**src/rtl/fm_pkg.sv**
```systemverilog
// fm_pkg: shared defaults and types for the FM modulator slice.
// Latency: n/a (constants and types only).
// Backpressure: n/a.
//
// Contents: default parameter values, interpolator state type, LFSR seed/taps.
package fm_pkg;

  localparam int A_DEF = 8;   // audio sample width (signed)
  localparam int N_DEF = 18;  // phase accumulator width
  localparam int M_DEF = 5;   // phase bits into the sine LUT
  localparam int D_DEF = 4;   // DAC code width
  localparam int K_DEF = 4;   // deviation coefficient width
  localparam int L_DEF = 2;   // deviation shift-factor width
  localparam int S_DEF = 4;   // interpolation ramp length is 2^S cycles

  typedef enum logic {
    IDLE = 1'b0,
    RAMP = 1'b1
  } interp_state_t;

  // 16-bit Fibonacci LFSR, taps 16,14,13,11 -> bits 15,13,12,10.
  localparam logic [15:0] LFSR_SEED = 16'h0001;
  localparam logic [15:0] LFSR_TAPS = 16'hB400;

endpackage

```
**src/rtl/fm_sine_lut.sv**
```systemverilog
// fm_sine_lut: phase index -> sine DAC code via quarter-wave table + symmetry.
// Latency: combinational.
// Backpressure: none.
//
// Ports:
//   p    in  M  phase index (top M bits of the phase)
//   code out D  round((2^D-1)/2 * (1+sin(2*pi*(p+0.5)/2^M)))
//
// The quarter table holds the M=5, D=4 values; other M/D need a regenerated
// QTAB. p[M-2] mirrors the index (second/fourth quarter), p[M-1] negates the
// code about mid-scale; for a full-scale D-bit code (2^D-1)-x equals ~x.
module fm_sine_lut #(
  parameter int M = 5,
  parameter int D = 4
) (
  input  logic [M-1:0] p,
  output logic [D-1:0] code
);

  localparam int Q = M - 2;

  localparam logic [D-1:0] QTAB [0:7] = '{
    D'(8), D'(10), D'(11), D'(12), D'(13), D'(14), D'(15), D'(15)
  };

  logic [Q-1:0] idx;
  logic [D-1:0] q_code;

  always_comb begin
    idx    = p[M-2] ? ~p[Q-1:0] : p[Q-1:0];
    q_code = QTAB[idx];
    code   = p[M-1] ? ~q_code : q_code;
  end

endmodule

```
**src/rtl/fm_modulator_interp.sv**
```systemverilog
// fm_modulator_interp: interpolated audio -> frequency deviation -> phase -> sine DAC code.
// Latency: audio_i -> rf 3 clk; dac_ena/out_ena -> rf 1 clk.
// Backpressure: none; audio_valid is a fire-and-forget strobe, config is quasi-static.
//
// Ports:
//   clk, rst            clock, asynchronous active-high reset
//   audio/audio_valid   signed sample + one-cycle strobe
//   acc_inc             carrier phase increment
//   df_inc_coef/_fact   deviation coefficient and left shift
//   multiply_sel        0: shift only, 1: multiply by coef then shift
//   dith_fact           dither magnitude (only with DITH_EN)
//   dac_ena/out_ena     per-bit and global output enables
//   rf                  DAC code
//   ramp_busy           interpolation ramp in progress
//
// Optional feature: define DITH_EN to add LFSR dither ahead of the LUT truncation.
module fm_modulator_interp
  import fm_pkg::*;
#(
  parameter int A = A_DEF,
  parameter int N = N_DEF,
  parameter int M = M_DEF,
  parameter int D = D_DEF,
  parameter int K = K_DEF,
  parameter int L = L_DEF,
  parameter int S = S_DEF
) (
  input  logic                clk,
  input  logic                rst,
  input  logic signed [A-1:0] audio,
  input  logic                audio_valid,
  input  logic [N-1:0]        acc_inc,
  input  logic [K-1:0]        df_inc_coef,
  input  logic [L-1:0]        df_inc_fact,
  input  logic                multiply_sel,
  input  logic [2:0]          dith_fact,
  input  logic [D-1:0]        dac_ena,
  input  logic                out_ena,
  output logic [D-1:0]        rf,
  output logic                ramp_busy
);

  localparam int FX = A + S;
  localparam int MW = A + K + 1;
  localparam logic [S-1:0] CNT_LAST = '1;

  // ---------------- interpolator ----------------
  interp_state_t          state;
  logic signed [FX-1:0]   cur_fx;
  logic signed [FX-1:0]   cur_hold;
  logic signed [A:0]      step;
  logic signed [A-1:0]    target;
  logic [S-1:0]           cnt;
  logic signed [FX:0]     diff;
  logic signed [A-1:0]    audio_i;

  assign audio_i   = cur_fx[FX-1:S];
  assign ramp_busy = (state == RAMP);

  // cur_hold is where cur_fx goes without a strobe. A strobe lets the
  // in-flight step complete and plans the new ramp from that value, so a
  // restart never loses the step that was already under way.
  always_comb begin
    cur_hold = cur_fx;
    if (state == RAMP) begin
      if (cnt == CNT_LAST) cur_hold = {target, {S{1'b0}}};  // snap off floor error
      else                 cur_hold = cur_fx + step;
    end
    diff = {audio[A-1], audio, {S{1'b0}}} - {cur_hold[FX-1], cur_hold};
  end

  always_ff @(posedge clk or posedge rst) begin
    if (rst) begin
      state  <= IDLE;
      cur_fx <= '0;
      step   <= '0;
      target <= '0;
      cnt    <= '0;
    end else begin
      cur_fx <= cur_hold;
      if (audio_valid) begin
        step   <= diff[FX:S];  // arithmetic shift right by S = floor divide
        target <= audio;
        cnt    <= '0;
        state  <= RAMP;
      end else if (state == RAMP) begin
        cnt <= cnt + 1'b1;
        if (cnt == CNT_LAST) state <= IDLE;
      end
    end
  end

  // ---------------- deviation + accumulator ----------------
  logic signed [MW-1:0] a_ext;
  logic signed [MW-1:0] c_ext;
  logic signed [MW-1:0] prod;
  logic signed [MW-1:0] m;
  logic [N-1:0]         m_ext;
  logic [N-1:0]         dev;
  logic [N-1:0]         phase;

  always_comb begin
    a_ext = {{(K+1){audio_i[A-1]}}, audio_i};
    c_ext = $signed({{(A+1){1'b0}}, df_inc_coef});  // coefficient is unsigned
    prod  = a_ext * c_ext;
    m     = multiply_sel ? prod : a_ext;
    m_ext = {{(N-MW){m[MW-1]}}, m};
  end

  always_ff @(posedge clk or posedge rst) begin
    if (rst) begin
      dev   <= '0;
      phase <= '0;
    end else begin
      dev   <= m_ext << df_inc_fact;
      phase <= phase + acc_inc + dev;  // wraps mod 2^N
    end
  end

  // ---------------- LUT index (optionally dithered) ----------------
  logic [M-1:0] p;
  logic [D-1:0] lut_code;

`ifdef DITH_EN
  logic [15:0]   lfsr;
  logic [N+15:0] lfsr_wide;
  logic [N-1:0]  dith;
  logic [N-1:0]  phase_d;

  always_ff @(posedge clk or posedge rst) begin
    if (rst) lfsr <= LFSR_SEED;
    else     lfsr <= {lfsr[14:0], ^(lfsr & LFSR_TAPS)};
  end

  // Dither only touches the bits below the LUT index; the phase register
  // itself stays clean so the carrier frequency is unaffected.
  always_comb begin
    lfsr_wide = {{N{1'b0}}, lfsr};
    dith      = lfsr_wide[N-1:0] & ((N'(1) << (N-M)) - N'(1));
    dith      = (dith_fact == 3'd0) ? '0 : (dith >> (3'd7 - dith_fact));
    phase_d   = phase + dith;
    p         = phase_d[N-1:N-M];
  end
`else
  wire unused_dith = ^dith_fact;
  assign p = phase[N-1:N-M];
`endif

  fm_sine_lut #(.M(M), .D(D)) u_lut (
    .p    (p),
    .code (lut_code)
  );

  always_ff @(posedge clk or posedge rst) begin
    if (rst) rf <= '0;
    else     rf <= lut_code & dac_ena & {D{out_ena}};
  end

endmodule

```
**config.mk**
```make
export PLATFORM = sky130hd
export DESIGN_NAME = fm_modulator_interp
export DESIGN_NICKNAME = d
export VERILOG_FILES = /design/src/rtl/fm_pkg.sv /design/src/rtl/fm_sine_lut.sv /design/src/rtl/fm_modulator_interp.sv
export SDC_FILE = /design/constraint.sdc
export NUM_CORES = 1
export LEC_CHECK = 0
export ABC_AREA = 1
export ABC_CLOCK_PERIOD_IN_PS = 3400
export BUFFER_PORTS_ARGS = -buffer_cell sky130_fd_sc_hd__buf_2
export CAP_MARGIN = 25
export CORE_UTILIZATION = 45
export CTS_CLUSTER_DIAMETER = 50
export DETAILED_ROUTE_END_ITERATION = 7
export GPL_TIMING_DRIVEN = 0
export PLACE_DENSITY = 0.66
export SETUP_SLACK_MARGIN = 0.4
export SLEW_MARGIN = 20
export SYNTH_ARGS = -nofsm -noshare
export SYNTH_HDL_FRONTEND = slang
export SYNTH_HIERARCHICAL = 1
export SYNTH_SLANG_ARGS = --single-unit
```
**constraint.sdc**
```tcl
create_clock -name clk -period 3.4 [get_ports clk]
set_clock_uncertainty 0.15 [all_clocks]
set_input_delay 0.51 -clock clk [delete_from_list [all_inputs] [get_ports clk]]
set_output_delay 0.51 -clock clk [all_outputs]
set_load 0.005 [all_outputs]
```
==> summary.txt <==
Drt
  – Residual DRC: 0
  – Residual antenna-violating net count after detailed routing: 0
  – Routed WL: 17,400 µm
  – DR vias/cell: 5.30
  – Total number of vias: 6,139
  – First-pass iteration count of the detailed router: 5
  – Drt first-iter violations: 405
  – Average wire per cell in the routed design: 15.0 µm

Yosys
  – Synth Area in Adders: 0.230
  – Post-synthesis cell area: 6630 µm²
  – Share of flip-flops with an asynchronous set or reset: 1.00
  – Nets in the synthesized netlist: 1,027
  – Number of enable-type register cells in the synthesized netlist: 0
  – Area leader, netlist: sky130_fd_sc_hd__dfrtp_1
  – Number of distinct library cells after synthesis: 41
  – Flop and latch count out of synthesis: 72
  – Most instantiated flip-flop cell in the synthesis netlist: sky130_fd_sc_hd__dfrtp_1
  – Synthesized netlist cell count: 883
  – Xor and xnor fraction of the mapped netlist area: 0.0381
  – Synthesized area per cell: 7.50 µm²
  – Multiplexer fraction of the synthesized cell area: 0.00302
  – Area share of the leading cell type in the synthesized netlist: 0.272
  – Combinational family with the most area after synthesis: simple AND/OR/NAND/NOR gates
  – Complex-gate fraction of the synthesized area: 0.105
  – Sequential-to-total area share from yosys stat: 0.272
  – Simple-gate portion of the synthesized area: 0.252
  – Number of synthesis warnings: 6
  – Dominant cells by area after synthesis: sky130_fd_sc_hd__dfrtp_1, sky130_fd_sc_hd__nand2_1, sky130_fd_sc_hd__ha_1, sky130_fd_sc_hd__fa_1, sky130_fd_sc_hd__inv_1

Cells and area
  – Fraction of layout cells with a size suffix above 1: 0.298
  – Area overhead of the layout relative to synthesis: 30.5%
  – Number of fill cells in the layout: 1,233
  – Nets: 1,118
  – Final cell area excluding filler cells: 8650 µm²
  – Diodes inserted: 0

Floorplan
  – Initial core utilization: 0.470
  – Area of the core region: 14,100 µm²
  – Number of I/O pins: 49
  – Row count: 43
  – Overall die width: 123 µm
  – Area of the die: 15,200 µm²
  – Die H: 123 µm

STA
  – Min Tclk post-route: 3390 ps
  – Final Max Tran Viols: 0
  – Minimum hold slack: 9.00 ps
  – Fraction of the cycle the final worst path needs: 0.998
  – Final setup fails: 0
  – Post-route setup slack: 6.25 ps
  – RSZ-0062 raised after global routing: yes
  – Slew at the pin closest to its max-slew limit: 711 ps
  – Final Hold Violating Endpoints: 0
  – Tightest slew margin relative to the limit: 0.526
  – Max frequency: 295 MHz

Critical path
  – Cell breakdown of the critical path: nand2_1, inv_1, ha_1, inv_2, fa_1, fa_1, inv_2, ha_4, a21oi_4, nand2_4, xor2_2, o21ai_1, buf_4, nand2_2, o211ai_1, o21ai_1
  – Setup CP Type: reg -> reg
  – Launch point of the worst reg-to-reg path: cur_fx[5]
  – Kind of cell with the highest combined delay on the critical path: adder cells
  – WP data required: 3470 ps
  – Critical path fanouts, max: 6
  – Worst stage delay on the critical path: 510 ps
  – Start point of the critical path: cur_fx[5]
  – Kind of launch point of the worst setup path: register
  – Critical path endpoint category: register
  – Buffers plus inverters on the worst setup path: 4
  – Cell with the largest stage delay on the worst path: sky130_fd_sc_hd__fa_1
  – Endpoint arrival time on the critical path: 3460 ps

Placed design
  – Port-buffer cells: 39
  – Pre-CTS worst setup slack: -194 ps
  – Final RePlAce weighted congestion: 0.896
  – HPWL after detailed placement: 12,100 µm
  – Area after detailed placement: 7250 µm²

Clock tree
  – Depth of the CTS H-tree: 3
  – Root Buffer Master: sky130_fd_sc_hd__clkbuf_16
  – Number of sinks driven by the clock tree: 72
  – CTS tree: built
  – Number of buffers created by CTS: 9
  – Clock transition at the registers of the reported paths: 60 ps
  – Clock insertion delay at the later pin of the skew report: 340 ps
  – Max Root-Sink Buffers: 2
  – Number of hold-repair buffers added at the cts stage: 0

Global route
  – Overall fraction of global-route tracks in use: 0.238
  – Number of antenna violations at the first check in global routing: 0
  – Vias in the first global route: 5,943
  – Pin count of the biggest net entering global routing: 44
  – First-pass GRT wire length: 28,000 µm
  – Leftover overflow at the end of global routing: 0

Run
  – MaxCap Viol Count: 0

Status
  – Result of the run: completed

Hold path
  – Type of the worst min-delay path: in -> async
cell type report:
type,instances,area (µm²),area share
multi-input cells,640,5030,0.582
repair buffers,80,534,0.0618
flip-flops and latches,72,1810,0.209
plain buffers,18,123,0.0142
well taps,180,225,0.0260
clock buffers,9,225,0.0260
inverters,153,579,0.0670
clock inverters,7,119,0.0137
cells in the final DEF, fill, tap and decap left out, drive strengths merged:
master	n
xnor2	10
nor3	13
nor4b	1
a31oi	2
clkinv	1
o31ai	4
nand4	3
nand3b	6
a21oi	50
ha	64
bufinv	3
or2	3
xor2	18
a21boi	1
inv	154
nand2	227
clkinvlp	2
nor2	45
o21ai	56
a211oi	1
fa	36
a22oi	5
o211ai	3
o21bai	2
mux2i	2
o21a	1
nand3	86
buf	85
clkbuf	22
dfrtp	72
o22ai	1
worst paths after layout:
kind	to	slack [ps]	depth (start not counted)
setup / recovery	dev[6]	6	16
hold / removal	cur_fx[1]	9	2
setup reg to reg	dev[6]	6	16
hold reg to reg	target[5]	330	2
max in group asynchronous	phase[13]	2540	3
min in group clk	rf[3]	230	3
layer usage:
metal / share of wire / wire length (µm) / track usage / up-vias
met5: 0 / 0 / 0 / -
met2: 0.46 / 8000 / 0.379 / 181
li1: - / - / - / 3014
met1: 0.47 / 8140 / 0.329 / 2908
met3: 0.049 / 844 / 0.0411 / 36
met4: 0.023 / 394 / 0.0738 / 0
cells in the mapped netlist (2+ instances only):
library cell                 n
sky130_fd_sc_hd__xor2_1     17
sky130_fd_sc_hd__nor3_1     13
sky130_fd_sc_hd__a31oi_1     2
sky130_fd_sc_hd__o31ai_1     4
sky130_fd_sc_hd__fa_1       36
sky130_fd_sc_hd__o21ai_0    52
sky130_fd_sc_hd__inv_1     152
sky130_fd_sc_hd__nor2_4      2
sky130_fd_sc_hd__ha_1       64
sky130_fd_sc_hd__a21oi_1    50
sky130_fd_sc_hd__nand4_1     3
sky130_fd_sc_hd__nand2_2     3
sky130_fd_sc_hd__nand3_2     2
sky130_fd_sc_hd__o21ai_2     3
sky130_fd_sc_hd__nand2_1   222
sky130_fd_sc_hd__dfrtp_1    72
sky130_fd_sc_hd__o21bai_1    2
sky130_fd_sc_hd__nor2_2      2
sky130_fd_sc_hd__nand2_4     2
sky130_fd_sc_hd__or2_1       2
sky130_fd_sc_hd__nand3b_1    6
sky130_fd_sc_hd__a22oi_1     5
sky130_fd_sc_hd__nor2_1     41
sky130_fd_sc_hd__clkbuf_1   11
sky130_fd_sc_hd__mux2i_1     2
sky130_fd_sc_hd__buf_2       5
sky130_fd_sc_hd__o211ai_1    3
sky130_fd_sc_hd__nand3_1    83
sky130_fd_sc_hd__xnor2_1    10
repair_timing:
action                     CTS  global route
setup endpoints to repair   20            21
cloned                       0             0
resized for setup          108            80
pin swaps                   50            53
setup buffers               31             9
flip-flops by register name, summed over array words and instances, names as in the netlist:
| signal | flops |
|---|---|
| phase | 18 |
| dev | 16 |
| cur_fx | 12 |
| step | 9 |
| target | 8 |
| cnt | 4 |
| rf | 4 |
| ramp_busy | 1 |
per-stage QoR:
step	util	setup TNS (ps)	std cells
CTS	0.589	0	1150
global placement	0.512	-1060	1102
detailed placement	0.514	-1400	1103
global route	0.614	-950	1159
finish	0.614	0	1159
floorplan	-	0	883
cell families (layout without fill, tap and decap cells):
logic type	count (synthesis)	in the layout
and+or+nand+nor	384	384
DFF	72	72
xor gates and xnor gates	28	28
buffers and inverters	171	267
AOI/OAI and AO/OA	126	126
muxes	2	2
adders and majority gates	100	100
Power is not shown: default switching activity piles up to over one toggle a cycle in this logic, so the estimate is an artifact.
